## config.mk

```make
export PLATFORM = sky130hd
export DESIGN_NAME = sap_clock_ctrl
export DESIGN_NICKNAME = d
export VERILOG_FILES = /design/src/rtl/sap_clk_pkg.sv /design/src/rtl/sap_clk_divider.sv /design/src/rtl/sap_clock_ctrl.sv
export SDC_FILE = /design/constraint.sdc
export NUM_CORES = 1
export LEC_CHECK = 0
export CELL_PAD_IN_SITES_DETAIL_PLACEMENT = 2
export CELL_PAD_IN_SITES_GLOBAL_PLACEMENT = 2
export CORE_ASPECT_RATIO = 1.25
export CORE_UTILIZATION = 29
export DETAILED_ROUTE_END_ITERATION = 10
export GPL_TIMING_DRIVEN = 0
export PLACE_DENSITY = 0.72
export SLEW_MARGIN = 30
export SYNTH_ARGS = -nofsm -noshare
export SYNTH_HDL_FRONTEND = slang
export SYNTH_SLANG_ARGS = --single-unit
```

## constraint.sdc

```tcl
create_clock -name clk -period 4.05 [get_ports clk]
set_input_delay 0.6075 -clock clk [delete_from_list [all_inputs] [get_ports clk]]
set_output_delay 0.6075 -clock clk [all_outputs]
set_load 0.02 [all_outputs]
```

## src/rtl/sap_clk_pkg.sv

```systemverilog
// rtl/sap_clk_pkg.sv - shared state encoding and defaults for the SAP-1 clock controller
package sap_clk_pkg;

  localparam int DIV_WIDTH_DEFAULT = 24;

  typedef enum logic [1:0] {
    ST_STEP = 2'b00,
    ST_RUN  = 2'b01,
    ST_HALT = 2'b10
  } sap_state_e;

endpackage

```

## src/rtl/sap_clk_divider.sv

```systemverilog
// rtl/sap_clk_divider.sv - programmable run-mode divider with >= terminal count and wrap
module sap_clk_divider
  import sap_clk_pkg::*;
#(
  parameter int DIV_WIDTH = DIV_WIDTH_DEFAULT
) (
  input  logic                 clk,
  input  logic                 rst,
  input  logic                 clear,
  input  logic                 enable,
  input  logic [DIV_WIDTH-1:0] div_value,
  output logic                 tick
);

  localparam logic [DIV_WIDTH-1:0] ONE = DIV_WIDTH'(1);

  logic [DIV_WIDTH-1:0] count;
  logic [DIV_WIDTH-1:0] term;

  // Terminal value is eff-1 where 0 and 1 both mean "every cycle".
  always_comb begin
    term = '0;
    if (div_value != '0) term = div_value - ONE;
  end

  // Using >= lets a shrinking div_value end the current period at once.
  assign tick = enable & ~clear & (count >= term);

  // Count up while enabled, wrap on terminal count, hold at zero when cleared.
  always_ff @(posedge clk) begin
    if (rst) begin
      count <= '0;
    end else if (clear) begin
      count <= '0;
    end else if (enable) begin
      count <= tick ? '0 : count + ONE;
    end
  end

endmodule

```

## src/rtl/sap_clock_ctrl.sv

```systemverilog
// rtl/sap_clock_ctrl.sv - SAP-1 clock enable generator: run divider, single step, halt freeze
module sap_clock_ctrl
  import sap_clk_pkg::*;
#(
  parameter int DIV_WIDTH = DIV_WIDTH_DEFAULT
) (
  input  logic                 clk,
  input  logic                 rst,
  input  logic                 run_mode,
  input  logic                 step_pulse,
  input  logic [DIV_WIDTH-1:0] div_value,
  input  logic                 hlt,
  output logic                 cpu_ce,
  output logic                 cpu_clk_led,
  output logic                 halted,
  output logic [1:0]           mode_state
);

  sap_state_e state;
  logic       step_q;
  logic       step_rise;
  logic       div_clear;
  logic       div_enable;
  logic       div_tick;

  assign step_rise  = step_pulse & ~step_q;
  assign div_enable = (state == ST_RUN);
  // Any cycle that leaves RUN (or is not in RUN) restarts the period from zero.
  assign div_clear  = (state != ST_RUN) | hlt | ~run_mode;
  assign mode_state = state;

  sap_clk_divider #(
    .DIV_WIDTH (DIV_WIDTH)
  ) u_divider (
    .clk       (clk),
    .rst       (rst),
    .clear     (div_clear),
    .enable    (div_enable),
    .div_value (div_value),
    .tick      (div_tick)
  );

  // Mode FSM with registered ce, LED toggle and halt flag; hlt beats mode change beats ce.
  always_ff @(posedge clk) begin
    if (rst) begin
      state       <= ST_STEP;
      step_q      <= 1'b0;
      cpu_ce      <= 1'b0;
      cpu_clk_led <= 1'b0;
      halted      <= 1'b0;
    end else begin
      step_q <= step_pulse;
      cpu_ce <= 1'b0;
      case (state)
        ST_STEP: begin
          if (hlt) begin
            state  <= ST_HALT;
            halted <= 1'b1;
          end else if (run_mode) begin
            state <= ST_RUN;
          end else if (step_rise) begin
            cpu_ce      <= 1'b1;
            cpu_clk_led <= ~cpu_clk_led;
          end
        end
        ST_RUN: begin
          if (hlt) begin
            state  <= ST_HALT;
            halted <= 1'b1;
          end else if (!run_mode) begin
            state <= ST_STEP;
          end else if (div_tick) begin
            cpu_ce      <= 1'b1;
            cpu_clk_led <= ~cpu_clk_led;
          end
        end
        ST_HALT: begin
          halted <= 1'b1;
        end
        default: begin
          state  <= ST_STEP;
          halted <= 1'b0;
        end
      endcase
    end
  end

endmodule

```

# Word-level counts from Yosys, hierarchy flattened
# Index checks and enable logic that the tools add are counted.
[totals]
reg_bits = 30
latch_bits = 0
ramBits = 0
mem_bits_ro = 0
n_memories = 0
[op_classes]
n_addsub = 2
multipliers = 0
div_mod_pow = 0
n_lt_le_gt_ge = 1
n_eq_ne = 12
shift = 0
n_mux = 23
bitwise = 10
n_reduce_logical = 7
[ops]
columns = ["op", "n"]
rows = [
  ["$mux W24", 2],
  ["$add A24 B1 Y24 const B", 1],
  ["$ge A24 B24 Y1", 1],
  ["$reduce_bool A24 Y1", 1],
  ["$sub A24 B1 Y24 const B", 1],
  ["$mux W1", 13],
  ["$ne A2 B2 Y1 const B", 6],
  ["$mux W2", 4],
  ["$reduce_and A7 Y1", 1],
  ["$ne A3 B3 Y1 const B", 2],
  ["$pmux W1 S2", 3],
  ["$pmux W2 S3", 1],
  ["$not A1 Y1", 5],
  ["$ne A2 B1 Y1 const B", 2],
  ["$reduce_or A2 Y1", 2],
  ["$and A1 B1 Y1", 3],
  ["$reduce_and A3 Y1", 1],
  ["$eq A2 B1 Y1 const B", 1],
  ["$eq A2 B2 Y1 const B", 1],
  ["$logic_not A2 Y1", 1],
  ["$or A1 B1 Y1", 2],
  ["$reduce_bool A2 Y1", 1],
]

# Depth between registers and ports, before layout
[logic_depth]
ltp_word = 10
depth_mapped = 15

# By module
# From an unflattened synthesis, not the netlist that was laid out.
[unflattened]
hier_cells = 299
area_unflattened_um2 = 2364.8
[by_module_without_submodules]
columns = ["module", "instances", "cells_per_inst", "area_per_inst_um2", "seq_area_each_um2"]
rows = [
  ["sap_clk_divider", 1, 275, 2109.5, 480.5],
  ["sap_clock_ctrl", 1, 24, 255.2, 120.1],
]

# Worst setup path before layout
# OpenSTA, ideal clock, no wires.
[synth_path]
path_kind = "input to register"
from = "input port div_value[7]"
to = "register u_divider.count[18]"
arrival_ns = 3.871
path_slack_ns = 0.047
path_stages = 13
path_buffers = 1
path_cell_list = "or4_4 > nor4_4 > or3b_1 > or3_1 > nor3b_1 > a21oi_1 > ha_1 > nand3_1 > nor2_1 > or4b_1 > nand2_1 > clkbuf_1 > nor3_1"
[synth_between]
elab_chain_len = 5
elab_cells_between_ends = 6
[synth_lines]
columns = ["element", "line_no", "rtl"]
rows = [
  ["start: declaration", "sap_clock_ctrl.sv:11", "input logic [DIV_WIDTH-1:0] div_value,"],
  ["$sub A24 B1 Y24 / $reduce_bool A24 Y1 (equally long branches)", "sap_clk_divider.sv:23", "if (div_value != '0) term = div_value - ONE;"],
  ["$mux W24 (*)", "sap_clk_divider.sv:23", ""],
  ["$ge A24 B24 Y1 (*)", "sap_clk_divider.sv:27", "assign tick = enable & ~clear & (count >= term);"],
  ["$and A1 B1 Y1 (*)", "sap_clk_divider.sv:27", ""],
  ["$mux W24 (*)", "sap_clk_divider.sv:36", "count <= tick ? '0 : count + ONE;"],
  ["end signal: assignment", "sap_clk_divider.sv:36", ""],
  ["end: declaration", "sap_clk_divider.sv:17", "logic [DIV_WIDTH-1:0] count;"],
]
# Mark *: on every way between the ends. The rest lies on a longest branch, timed or not.
# A chain may end at the register's enable or synchronous reset.

# Worst setup path in the final report
[layout_path]
from = "input port div_value[0]"
to = "register cpu_clk_led"
[layout_between]
elab_chain_len = 6
elab_cells_between_ends = 7
[layout_lines]
columns = ["element", "line_no", "rtl"]
rows = [
  ["$sub A24 B1 Y24 / $reduce_bool A24 Y1 (equally long branches)", "sap_clk_divider.sv:23", ""],
  ["$mux W24 (*)", "sap_clk_divider.sv:23", ""],
  ["$ge A24 B24 Y1 (*)", "sap_clk_divider.sv:27", ""],
  ["$and A1 B1 Y1 (*)", "sap_clk_divider.sv:27", ""],
  ["$ne A2 B2 Y1 (no line) (*)", "-", ""],
  ["$reduce_and A7 Y1 (no line) (*)", "-", ""],
  ["end signal: assignment", "sap_clock_ctrl.sv:63", "cpu_clk_led <= ~cpu_clk_led;"],
  ["end signal: assignment", "sap_clock_ctrl.sv:74", "cpu_clk_led <= ~cpu_clk_led;"],
  ["end: declaration", "sap_clock_ctrl.sv:14", "output logic cpu_clk_led,"],
]
# Marks and branches as above.

==> flow_summary.ini <==
[clock_tree]
cts_made_buffers = 5
clkTransAtPathRegs_ps = 70
clock_path_buffers = 2
root_buffer = clkbuf_8
clk-insertion-delay-late_ps = 290
cts_tree = done
cts_sinks = 30
htree_levels = 2

[layout]
n_antenna_cell = 0
mostFrequentLayoutCells = nand2_1, nor3_1, dfxtp_1, ha_1, clkdlybuf4s50_1
nNetsFinal = 416
final_common_cell = nand2_1
layout-drive-gt1-share_pct = 18.0
synthToLayoutAreaGrowth_pct = 34.7
final_area_mm2 = 0.00321
final-instance-count-excl-fill = 456

[logic_synthesis]
avgSynthCellArea_um2 = 7.86
ys_seq_elements = 30
netlist_instances = 303
syn_nets = 359
netlist_area_mm2 = 0.00238
ys_seq_area_share_pct = 25.2
synthDistinctLibCells = 40
synth_warnings = 0

[critical_path]
startpoint = div_value[0]
critical_path_peak_fanout = 5
path_delay_family = simple AND/OR/NAND/NOR gates
cp.arrival_ps = 4090
path_class = input port to flop
r2r_slack_ps = 1780
cp_slowest_stage_delay_ps = 500
reg2reg_from = u_divider.count[15]
worstSetupPathDepth = 14
critPathCapture = cpu_clk_led
cp_num_buf_inv = 2
rr_worst_depth = 6
cp_slowest_cell = or4b_4
end_kind = flop
worstPathCellList = clkdlybuf4s50_1 > inv_1 > ha_2 > nand2_2 > or3b_4 > or3_4 > nor3b_2 > a21oi_1 > ha_1 > nand3_4 > nor2_4 > or4b_4 > and4_1 > a311o_1
critPathLaunchType = input port
crit_required_ps = 4220
r2r-end = cpu_clk_led

[sta]
holdWs_ps = 485
worst_slack_ps = 137
finClkSkew_ps = 2.42
hold_viol = 0
drv_slew = 0
period_share_pct = 96.6
slew_headroom_pct = 62.6
tightestPinTransition_ps = 556
max_freq_mhz = 256
setup_viol = 0
min_period_ps = 3910

[placed_design]
post-place-ws_ps = -1260
routabilityCongestion = 0.737
place_area_mm2 = 0.00283
numPortBuffers = 33
dp_hpwl_mm = 5.83
placed_cells = 431

[floorplanning]
die_w_um = 83.1
die_area_mm2 = 0.00858
initial_core_util_pct = 30.2
core-area_mm2 = 0.00788
io_pins = 34
fp-row-count = 36
die_height_um = 103

[grt]
antenna_found_initial = 0
grt.overflow.total = 0
track_usage_pct = 18.2
busiest_layer = met2
grt_pass1_vias = 2444
grt_max_degree = 11
use_met2_pct = 35.4
grt_pass1_wl_mm = 12.2
grt_util_met1_pct = 20.5
met3_usage_pct = 1.90

[pwr]
p_int_w = 0.000499
finalPower_w = 0.000686
peakVddDrop_mv = 0.200
p_sw_share_pct = 27.3
seq_power_share_pct = 44.6
power.density_mw_per_mm2 = 214
p_leak_nw = 1.31
clkPwrFrac_pct = 37.7
power.switching_w = 0.000187
combPwrFrac_pct = 17.7

[route]
wire_per_inst_um = 16.6
viasPerCell = 5.22
antenna_left = 0
vias = 2379
drtIter0Drc = 54
firstDrtPassIters = 4
drcViolationCount = 0
wirelength_mm = 7.55

[min_path]
worstHoldPathCells = 1
hold_path_class = flop to flop

[status]
status = finished, final reports clean

[flow_run]
cap_violations = 0
==> state kept, by name, indices dropped and copies added (netlist names) <==
register	cells
cpu_clk_led	1
step_q	1
cpu_ce	1
u_divider.count	24
mode_state	2
halted	1
==> routing by layer <==
| metal | wire [um] | vias up |
|---|---|---|
| met1 | 3260 | 1144 |
| li1 | - | 1195 |
| met2 | 4060 | 34 |
| met4 | 111 | 0 |
| met3 | 129 | 6 |
| met5 | 0 | - |
==> power by group through the flow <==
stage | Sequential (W) | Clock, W | Combinational (W)
after floorplan | 0.000317 | 0 | 0.0000452
after global placement | 0.000312 | 0 | 0.000108
after detailed placement | 0.000313 | 0 | 0.000113
after CTS | 0.000306 | 0.000270 | 0.000118
after global routing | 0.000308 | 0.000285 | 0.000134
final | 0.000306 | 0.000259 | 0.000121
==> metrics by stage <==
step                      TNS (ps)  utilization [%]
after floorplan                  0                -
after global placement      -26540             35.9
after detailed placement    -29180             35.9
after CTS                    -40.5             39.4
after global routing          -102             40.7
final                            0             40.7
==> final cells by class <==
cell class                 count  area, um^2
buffer                         7        50.0
clock buffer                   7        86.3
clock inverter                 1        5.00
fill                         901        4670
inverter                      11        41.3
multi-input combinational    254        1850
sequential                    30         601
tap                           95         119
timing repair buffer          51         454
==> worst min path at each step <==
stage / startpoint / slack [ps] / to
6_report: halted / 480 / halted
4_1_cts: u_divider.count[0] / 480 / u_divider.count[0]
3_3_place_gp: halted / 440 / halted
5_1_grt: u_divider.count[0] / 500 / u_divider.count[0]
3_5_place_dp: u_divider.count[0] / 470 / u_divider.count[0]
2_1_floorplan: u_divider.count[0] / 430 / u_divider.count[0]
==> kinds of logic (layout without fill, tap and decap cells) <==
| logic type | after synthesis | in the layout | share of synthesized area (%) |
|---|---|---|---|
| and+or+nand+nor | 159 | 159 | 34.8 |
| DFF | 30 | 30 | 25.2 |
| buffers and inverters | 19 | 77 | 2.99 |
| xor gates and xnor gates | 40 | 40 | 14.7 |
| AOI/OAI and AO/OA | 26 | 26 | 7.30 |
| adders and majority gates | 27 | 27 | 14.2 |
| muxes | 2 | 2 | 0.840 |
==> worst register-to-register path, stage by stage, from the launching register on <==
cell and delay (ps):
dfxtp_1 390, ha_1 330, and4_1 210, nand3_1 150
or4b_4 580, and4_1 220, a311o_1 270
==> what timing repair did <==
item,4_1_cts,5_1_grt
pin swaps,15,13
setup buffers,10,8
setup endpoints to repair,26,22
resized for setup,56,15
hold buffers,0,0
==> cells in the mapped netlist, drive strengths merged <==
cell / count / area share [%]
nand4b: 1 / 0.37
inv: 11 / 1.7
or4: 3 / 1.1
ha: 27 / 14
nand2b: 4 / 1.1
a211oi: 1 / 0.32
nor2b: 2 / 0.53
nand2: 44 / 6.9
a21o: 6 / 1.9
nor4b: 1 / 0.37
a31oi: 1 / 0.26
nor2: 21 / 3.3
or3: 1 / 0.26
or4b: 1 / 0.42
o221a: 1 / 0.47
and4b: 2 / 0.84
or2: 1 / 0.26
o211ai: 1 / 0.32
o41ai: 1 / 0.37
xor2: 19 / 7.0
nor4: 11 / 3.8
a21oi: 10 / 2.1
xnor2: 21 / 7.7
nor3: 38 / 8.0
nor3b: 2 / 0.63
or3b: 1 / 0.37
mux2i: 2 / 0.84
nand3: 12 / 2.5
o21ai: 2 / 0.42
clkbuf: 8 / 1.3
and4: 3 / 1.1
nand4: 6 / 1.6
dfxtp: 30 / 25
o221ai: 2 / 0.74
a311o: 1 / 0.42
and3: 4 / 1.1
nand3b: 1 / 0.32
No activity file was read; power rests on OpenSTA's default activity.
